<file path="src/rtl/sync_fifo_param.sv">
// sync_fifo_param: parametrised single-clock FIFO with FWFT option, level flags, occupancy count and sticky overflow/underflow
module sync_fifo_param #(
  parameter int WIDTH    = 16,
  parameter int DEPTH    = 16,
  parameter int AF_LEVEL = DEPTH - 2,
  parameter int AE_LEVEL = 2,
  parameter int FWFT     = 0
) (
  input  logic                     clk_i,
  input  logic                     rst_i,
  input  logic [WIDTH-1:0]         wdata_i,
  input  logic                     wr_en_i,
  input  logic                     rd_en_i,
  input  logic                     err_clr_i,
  output logic [WIDTH-1:0]         rdata_o,
  output logic                     rvalid_o,
  output logic                     empty_o,
  output logic                     full_o,
  output logic                     almost_full_o,
  output logic                     almost_empty_o,
  output logic [$clog2(DEPTH):0]   level_o,
  output logic                     overflow_o,
  output logic                     underflow_o,
  output logic                     error_o
);
  localparam int AW = $clog2(DEPTH);
  localparam int LW = AW + 1;
  logic [WIDTH-1:0] mem_q [DEPTH];
  logic [AW-1:0] wr_ptr_q, wr_ptr_d, rd_ptr_q, rd_ptr_d;
  logic [LW-1:0] level_q, level_d;
  logic [WIDTH-1:0] rdata_q, rdata_d;
  logic rvalid_q, rvalid_d, ovf_q, ovf_d, udf_q, udf_d, wr_acc, rd_acc;
  assign empty_o        = level_q == '0;
  assign full_o         = level_q == LW'(DEPTH);
  assign almost_full_o  = level_q >= LW'(AF_LEVEL);
  assign almost_empty_o = level_q <= LW'(AE_LEVEL);
  assign level_o        = level_q;
  assign overflow_o     = ovf_q;
  assign underflow_o    = udf_q;
  assign error_o        = ovf_q | udf_q;
  assign rdata_o        = FWFT != 0 ? mem_q[rd_ptr_q] : rdata_q;
  assign rvalid_o       = FWFT != 0 ? !empty_o : rvalid_q;
  always_comb begin
    wr_acc   = wr_en_i & !full_o;
    rd_acc   = rd_en_i & !empty_o;
    wr_ptr_d = wr_acc ? wr_ptr_q + AW'(1) : wr_ptr_q;
    rd_ptr_d = rd_acc ? rd_ptr_q + AW'(1) : rd_ptr_q;
    level_d  = (wr_acc & !rd_acc) ? level_q + LW'(1) :
               (rd_acc & !wr_acc) ? level_q - LW'(1) : level_q;
    rdata_d  = (rd_acc && FWFT == 0) ? mem_q[rd_ptr_q] : rdata_q;
    rvalid_d = rd_acc && FWFT == 0;
    ovf_d    = (wr_en_i & full_o) | (ovf_q & !err_clr_i);
    udf_d    = (rd_en_i & empty_o) | (udf_q & !err_clr_i);
  end
  always_ff @(posedge clk_i) begin
    if (!rst_i) begin
      wr_ptr_q <= '0;
      rd_ptr_q <= '0;
      level_q  <= '0;
      rdata_q  <= '0;
      rvalid_q <= 1'b0;
      ovf_q    <= 1'b0;
      udf_q    <= 1'b0;
    end else begin
      wr_ptr_q <= wr_ptr_d;
      rd_ptr_q <= rd_ptr_d;
      level_q  <= level_d;
      rdata_q  <= rdata_d;
      rvalid_q <= rvalid_d;
      ovf_q    <= ovf_d;
      udf_q    <= udf_d;
    end
  end
  always_ff @(posedge clk_i) begin
    if (rst_i && wr_acc) mem_q[wr_ptr_q] <= wdata_i;
  end
endmodule
</file>
<file path="config.mk">
export PLATFORM = sky130hd
export DESIGN_NAME = sync_fifo_param
export DESIGN_NICKNAME = d
export VERILOG_FILES = /design/src/rtl/sync_fifo_param.sv
export SDC_FILE = /design/constraint.sdc
export NUM_CORES = 1
export LEC_CHECK = 0
export ABC_AREA = 1
export BUFFER_PORTS_ARGS = -buffer_cell sky130_fd_sc_hd__buf_4
export CAP_MARGIN = 10
export CORE_ASPECT_RATIO = 2
export CORE_MARGIN = 8
export CORE_UTILIZATION = 40
export CTS_CLUSTER_DIAMETER = 30
export CTS_CLUSTER_SIZE = 25
export DETAILED_ROUTE_END_ITERATION = 12
export PLACE_DENSITY = 0.53
export SYNTH_ARGS = -nofsm -noshare
export SYNTH_HDL_FRONTEND = slang
export SYNTH_SLANG_ARGS = --single-unit
</file>
<file path="constraint.sdc">
create_clock -name clk_i -period 4 [get_ports clk_i]
set_input_delay 0.6 -clock clk_i [delete_from_list [all_inputs] [get_ports clk_i]]
set_output_delay 0.6 -clock clk_i [all_outputs]
set_load 0.005 [all_outputs]
</file>
# Yosys cells after proc, flatten, opt, wreduce, memory -nomap -nowiden
# Memories as Yosys holds them, arrays and structs flattened. A register that Yosys moved wholly into a read port is not among the register bits.
# Cells that the tools add are included.
[totals] romBits=0 n_memories=1 reg_bits=16 wordCells=38 latchBits=0 inputBits=21 ram_bits=256 out_inout_bits=29
[op_classes] n_reduce_logical=9 n_addsub=4 eq_ne=1 n_bitwise=11 shifts=0 n_div=0 n_mux=4 magnitude_cmp=2 mul=0
[memory_table] memory="mem_q" depth=16 width=16 rd=1 rd_clocked_by_memory_dff=1 write_ports=1 line_no="28" text="logic [WIDTH-1:0] mem_q [DEPTH];"
[ops] op="$mux W5" n=2
[ops] op="$add A4 B1 Y4 const B" n=2
[ops] op="$and A1 B1 Y1" n=8
[ops] op="$logic_not A1 Y1" n=6
[ops] op="$add A5 B1 Y5 const B" n=1
[ops] op="$eq A5 B5 Y1 const B" n=1
[ops] op="$ge A5 B4 Y1 const B" n=1
[ops] op="$le A5 B2 Y1 const B" n=1
[ops] op="$logic_not A5 Y1" n=1
[ops] op="$sub A5 B1 Y5 const B" n=1
[ops] op="$or A1 B1 Y1" n=3
[ops] op="$mux W1" n=2
[ops] op="$reduce_bool A2 Y1" n=1
[ops] op="$logic_and A1 B1 Y1" n=1

# Logic depth before layout (Yosys ltp)
[depth] depth_word=7 ltp_mapped=14 ltp_nobuf=14

# Worst setup path before layout
# OpenSTA, ideal clock, no wires.
[synth_timing] kind="register to register" from="register level_q[1], in the netlist level_o[1]" to="register level_q[4], in the netlist level_o[4]" path_stages_with_launch=14 n_path_buf=0 setup_slack_ps=1878 setup_ps=132 arrival_time_ps=1990 required_time_ps=3868 synth_period_minus_slack_ps=2122 cell_sequence="dfxtp_1 > nor2_1 > nand4_1 > nand2_1 > inv_1 > ha_1 > inv_1 > fa_1 > a21oi_1 > nor2_1 > o21bai_1 > nand2_1 > nand2_1 > a21oi_1"
[synth_between] elab_chain_cells=6 word_cells_on_any_way=15 classes_between="add/sub (2); eq/ne (1); mux (2); bitwise (4); reduce/logical (6)"
[synth_lines] item="start: declaration" line_no="30" text="logic [LW-1:0] level_q, level_d;"
[synth_lines] item="start signal: assignment" line_no="67" text="level_q <= level_d;"
[synth_lines] item="$eq A5 B5 Y1 *" line_no="34" text="assign full_o = level_q == LW'(DEPTH);"
[synth_lines] item="$logic_not A1 Y1 *" line_no="44" text="wr_acc = wr_en_i & !full_o;"
[synth_lines] item="$and A1 B1 Y1 *" line_no="44"
[synth_lines] item="via wr_acc" line_no="32" text="logic rvalid_q, rvalid_d, ovf_q, ovf_d, udf_q, udf_d, wr_acc, rd_acc;"
[synth_lines] item="$logic_not A1 Y1" line_no="49" text="(rd_acc & !wr_acc) ? level_q - LW'(1) : level_q;"
[synth_lines] item="$and A1 B1 Y1" line_no="49"
[synth_lines] item="$reduce_bool A2 Y1 (no line)"
# Mark *: on every way through the listed nets, which the timed path passes. The rest lies on a longest branch. The select of a mux whose other input is x is not followed.
# A chain may end at the register's enable or synchronous reset.

# Worst setup path after layout
[layout_timing] from="register level_q[1], in the netlist level_o[1]" to="memory mem_q[5][14], enable pin"
[layout_between] elab_chain_cells=6
[layout_lines] item="$eq A5 B5 Y1" line_no="34"
[layout_lines] item="$logic_not A1 Y1" line_no="44"
[layout_lines] item="$and A1 B1 Y1" line_no="44"
[layout_lines] item="via wr_acc" line_no="32"
[layout_lines] item="$logic_and A1 B1 Y1" line_no="75" text="if (rst_i && wr_acc) mem_q[wr_ptr_q] <= wdata_i;"
[layout_lines] item="$mux W1" line_no="75"
[layout_lines] item="$mux W1 (implied by the code)" line_no="75"
[layout_lines] item="end: declaration" line_no="28"
# The timed path passes the listed nets, and every way through them passes these cells.

==> results.yml <==
yosys:
  synth_compound_gate_area_share_pct: 1.069
  avgSynthCellArea_um2: 10.07
  synth-warning-count: 0
  synthXorXnorAreaFrac_pct: 0.3563
  netlist_area_um2: 12290
  synth_fp_nets: 1251
  ys_seq_area_share_pct: 67.76
  synth-edff-count: 256
  yosys.area_share.simple_pct: 22.38
  yosys.area.top_type: "edfxtp_1"
  syn_inst: 1220
  synth_top_family_by_area: "simple AND/OR/NAND/NOR gates"
  synth_flop_cell: "edfxtp_1"
  synthAdderAreaFrac_pct: 1.079
  synth-async-reset-ratio_pct: 0
  ys_types: 23
  yosysMostFrequentCell: "nand2_1"
  synth-seq-cells: 288
  yosys-top-cells-count: "422 x nand2_1, 256 x edfxtp_1, 186 x nand3_1, 162 x inv_1, 56 x nor2_1"
  synth_top_area_share_pct: 62.55
  synthMuxAreaShare_pct: 0
  yosys-top-cells-area: "edfxtp_1 63%, nand2_1 13%, nand3_1 7.6%, dfxtp_1 5.2%, inv_1 4.9%"
layout:
  drive_gt1_share_pct: 11.38
  final_area_um2: 14430
  fin_util_pct: 47.28
  num_antenna_cells: 0
  final_nets: 1292
  area_growth_pct: 17.38
route:
  vias: 8311
  wl_per_cell_um: 19.73
  detail_route.first_pass.iterations: 6
  drtIter0Drc: 641
  ant_nets: 0
  wirelength_um: 32830
  drc_errors: 0
  viasPerCell: 4.995
global_routing:
  grt_overflow: 0
  grt.total_usage_pct: 18.03
  grt_pass1_wl_um: 49920
  grt_pass1_vias: 8228
  grt_start_max_net_pins: 130
  antenna_found_initial: 0
critical_path:
  worstPathMaxFanout: 16
  critPathCaptureType: "flop"
  critPathLaunchType: "flop"
  required_ps: 4150
  arrival_ps: 2640
  path_class: "flop to flop"
cts:
  cts_sinks: 288
  cts_tree: "done"
  holdBufCountCts: 0
  cts_setup_buffers: 0
  cts_root_buf: "clkbuf_16"
  clk_latency_ps: 540
  cts_resized: 0
  htreeDepth: 2
  clkSlewWorstSetupHoldPaths_ps: 60
  cts_buffers: 41
  clockBufferDepth: 3
timing:
  fin_setup_tns_ps: 0
  max_freq_mhz: 401.5
  report.final.setup_viol: 0
  period_share_pct: 62.27
  slew_headroom_pct: 21.27
  worst_slew_pin_slew_ps: 1180
  drv_slew: 0
  hold_viol: 0
  finalClockSkew_ps: 12.89
  fin_crit_ps: 2491
  rsz0062_at_grt: "no"
power_and_ir_drop:
  p_leak_nw: 6.078
  p_total_mw: 9.286
  p_per_area_nw_per_um2: 643.7
  max-vdd-ir-drop_mv: 0.3694
die:
  core_um2: 30510
  initial_core_util_pct: 40.28
  placement_rows: 91
  die-width_um: 140.0
  ioPinCount: 50
  fp.dieH_um: 263.9
  die_area_um2: 36930
hold_path:
  min_path_type: "input port to flop"
placement:
  place_congestion: 0.8361
  port-buffer-count: 49
  dp_hpwl_um: 20490
  place_area_um2: 12950
run:
  maxCapViolCount: 0
outcome:
  status: "finished, final reports clean"
==> layout by cell type, fill, tap and decap left out <==
cell type and instances:
clkbuf_1 4, dfxtp_4 1, clkbuf_16 43, clkinv_4 4, inv_2 2, nand2_1 422
o21bai_1 1, inv_6 5, clkinv_2 4, xor2_1 4, nor2_1 40, edfxtp_1 256
nand3_1 186, clkinv_1 4, nor2_2 16, a2111oi_0 1, inv_4 1, dfxtp_2 1
inv_8 1, clkinvlp_4 3, nand4_1 2, a21oi_1 15, bufinv_16 8, inv_1 161
buf_12 1, buf_4 55, xnor2_1 1, o21ai_0 8, fa_1 1, or2_2 1
ha_1 9, dfxtp_1 30, nand2_2 1
==> per-stage QoR <==
stage	std cells	hold WS, ps	setup slack (ps)
finish	1664	325.7	1509
global route	1664	328.8	1313
CTS	1664	300.6	1472
detailed placement	1590	480.2	1474
global placement	1590	463.4	1515
floorplan	1220	467.4	1878
==> final timing paths <==
kind	from	end	slack, ps	depth (start not counted)
max	level_o[1]$_SDFFE_PN0P_	mem_q[5][14]$_DFFE_PP_	1510	6
min	err_clr_i	underflow_o$_SDFF_PN0_	330	4
max reg2reg	level_o[1]$_SDFFE_PN0P_	mem_q[5][14]$_DFFE_PP_	1510	6
min reg2reg	overflow_o$_SDFF_PN0_	overflow_o$_SDFF_PN0_	480	2
==> state kept, by name, summed over array words and instances (netlist names) <==
| signal | cells |
|---|---|
| mem_q | 256 |
| rdata_o | 16 |
| level_o | 5 |
| rd_ptr_q | 4 |
| wr_ptr_q | 4 |
| overflow_o | 1 |
| rvalid_o | 1 |
| underflow_o | 1 |
==> worst max-delay path, cell delays in order (launching register included) <==
cell and delay, ps:
dfxtp_1 470, nor2_1 110, nand4_1 100, nand2_1 150, inv_1 220, nand2_1 240, nor2_2 800
==> kinds of logic (layout without fill, tap and decap cells) <==
| group | count (synthesis) | after routing |
|---|---|---|
| xor+xnor | 5 | 5 |
| fa+ha+maj | 10 | 10 |
| simple gates | 668 | 668 |
| flops | 288 | 288 |
| compound gates | 25 | 25 |
| buf+inv | 224 | 296 |
==> per-layer routing <==
layer  up-vias  GRT usage [%]  wire, um
met5         -              0         0
met4         0          7.881      1171
met3        57          2.929      1430
met2       233          30.70     16460
met1      3969          22.11     13770
li1       4052              -         -
==> final cells by class <==
type / instances / area, um2
Clock buffer: 47 / 1091
Clock inverter: 27 / 380.4
Fill cell: 2899 / 16090
Inverter: 166 / 625.6
Multi-Input combinational cell: 708 / 3098
Sequential cell: 288 / 8333
Tap cell: 372 / 465.4
Timing Repair Buffer: 56 / 432.9
==> where the power goes <==
group	leakage (nW)	switching [mW]	total (mW)	internal, mW
Combinational	2.79	1.32	1.93	0.612
Sequential	2.57	0.0923	3.50	3.41
Clock	0.712	1.36	3.86	2.50
Note: power is estimated with default switching activity, not from simulation.
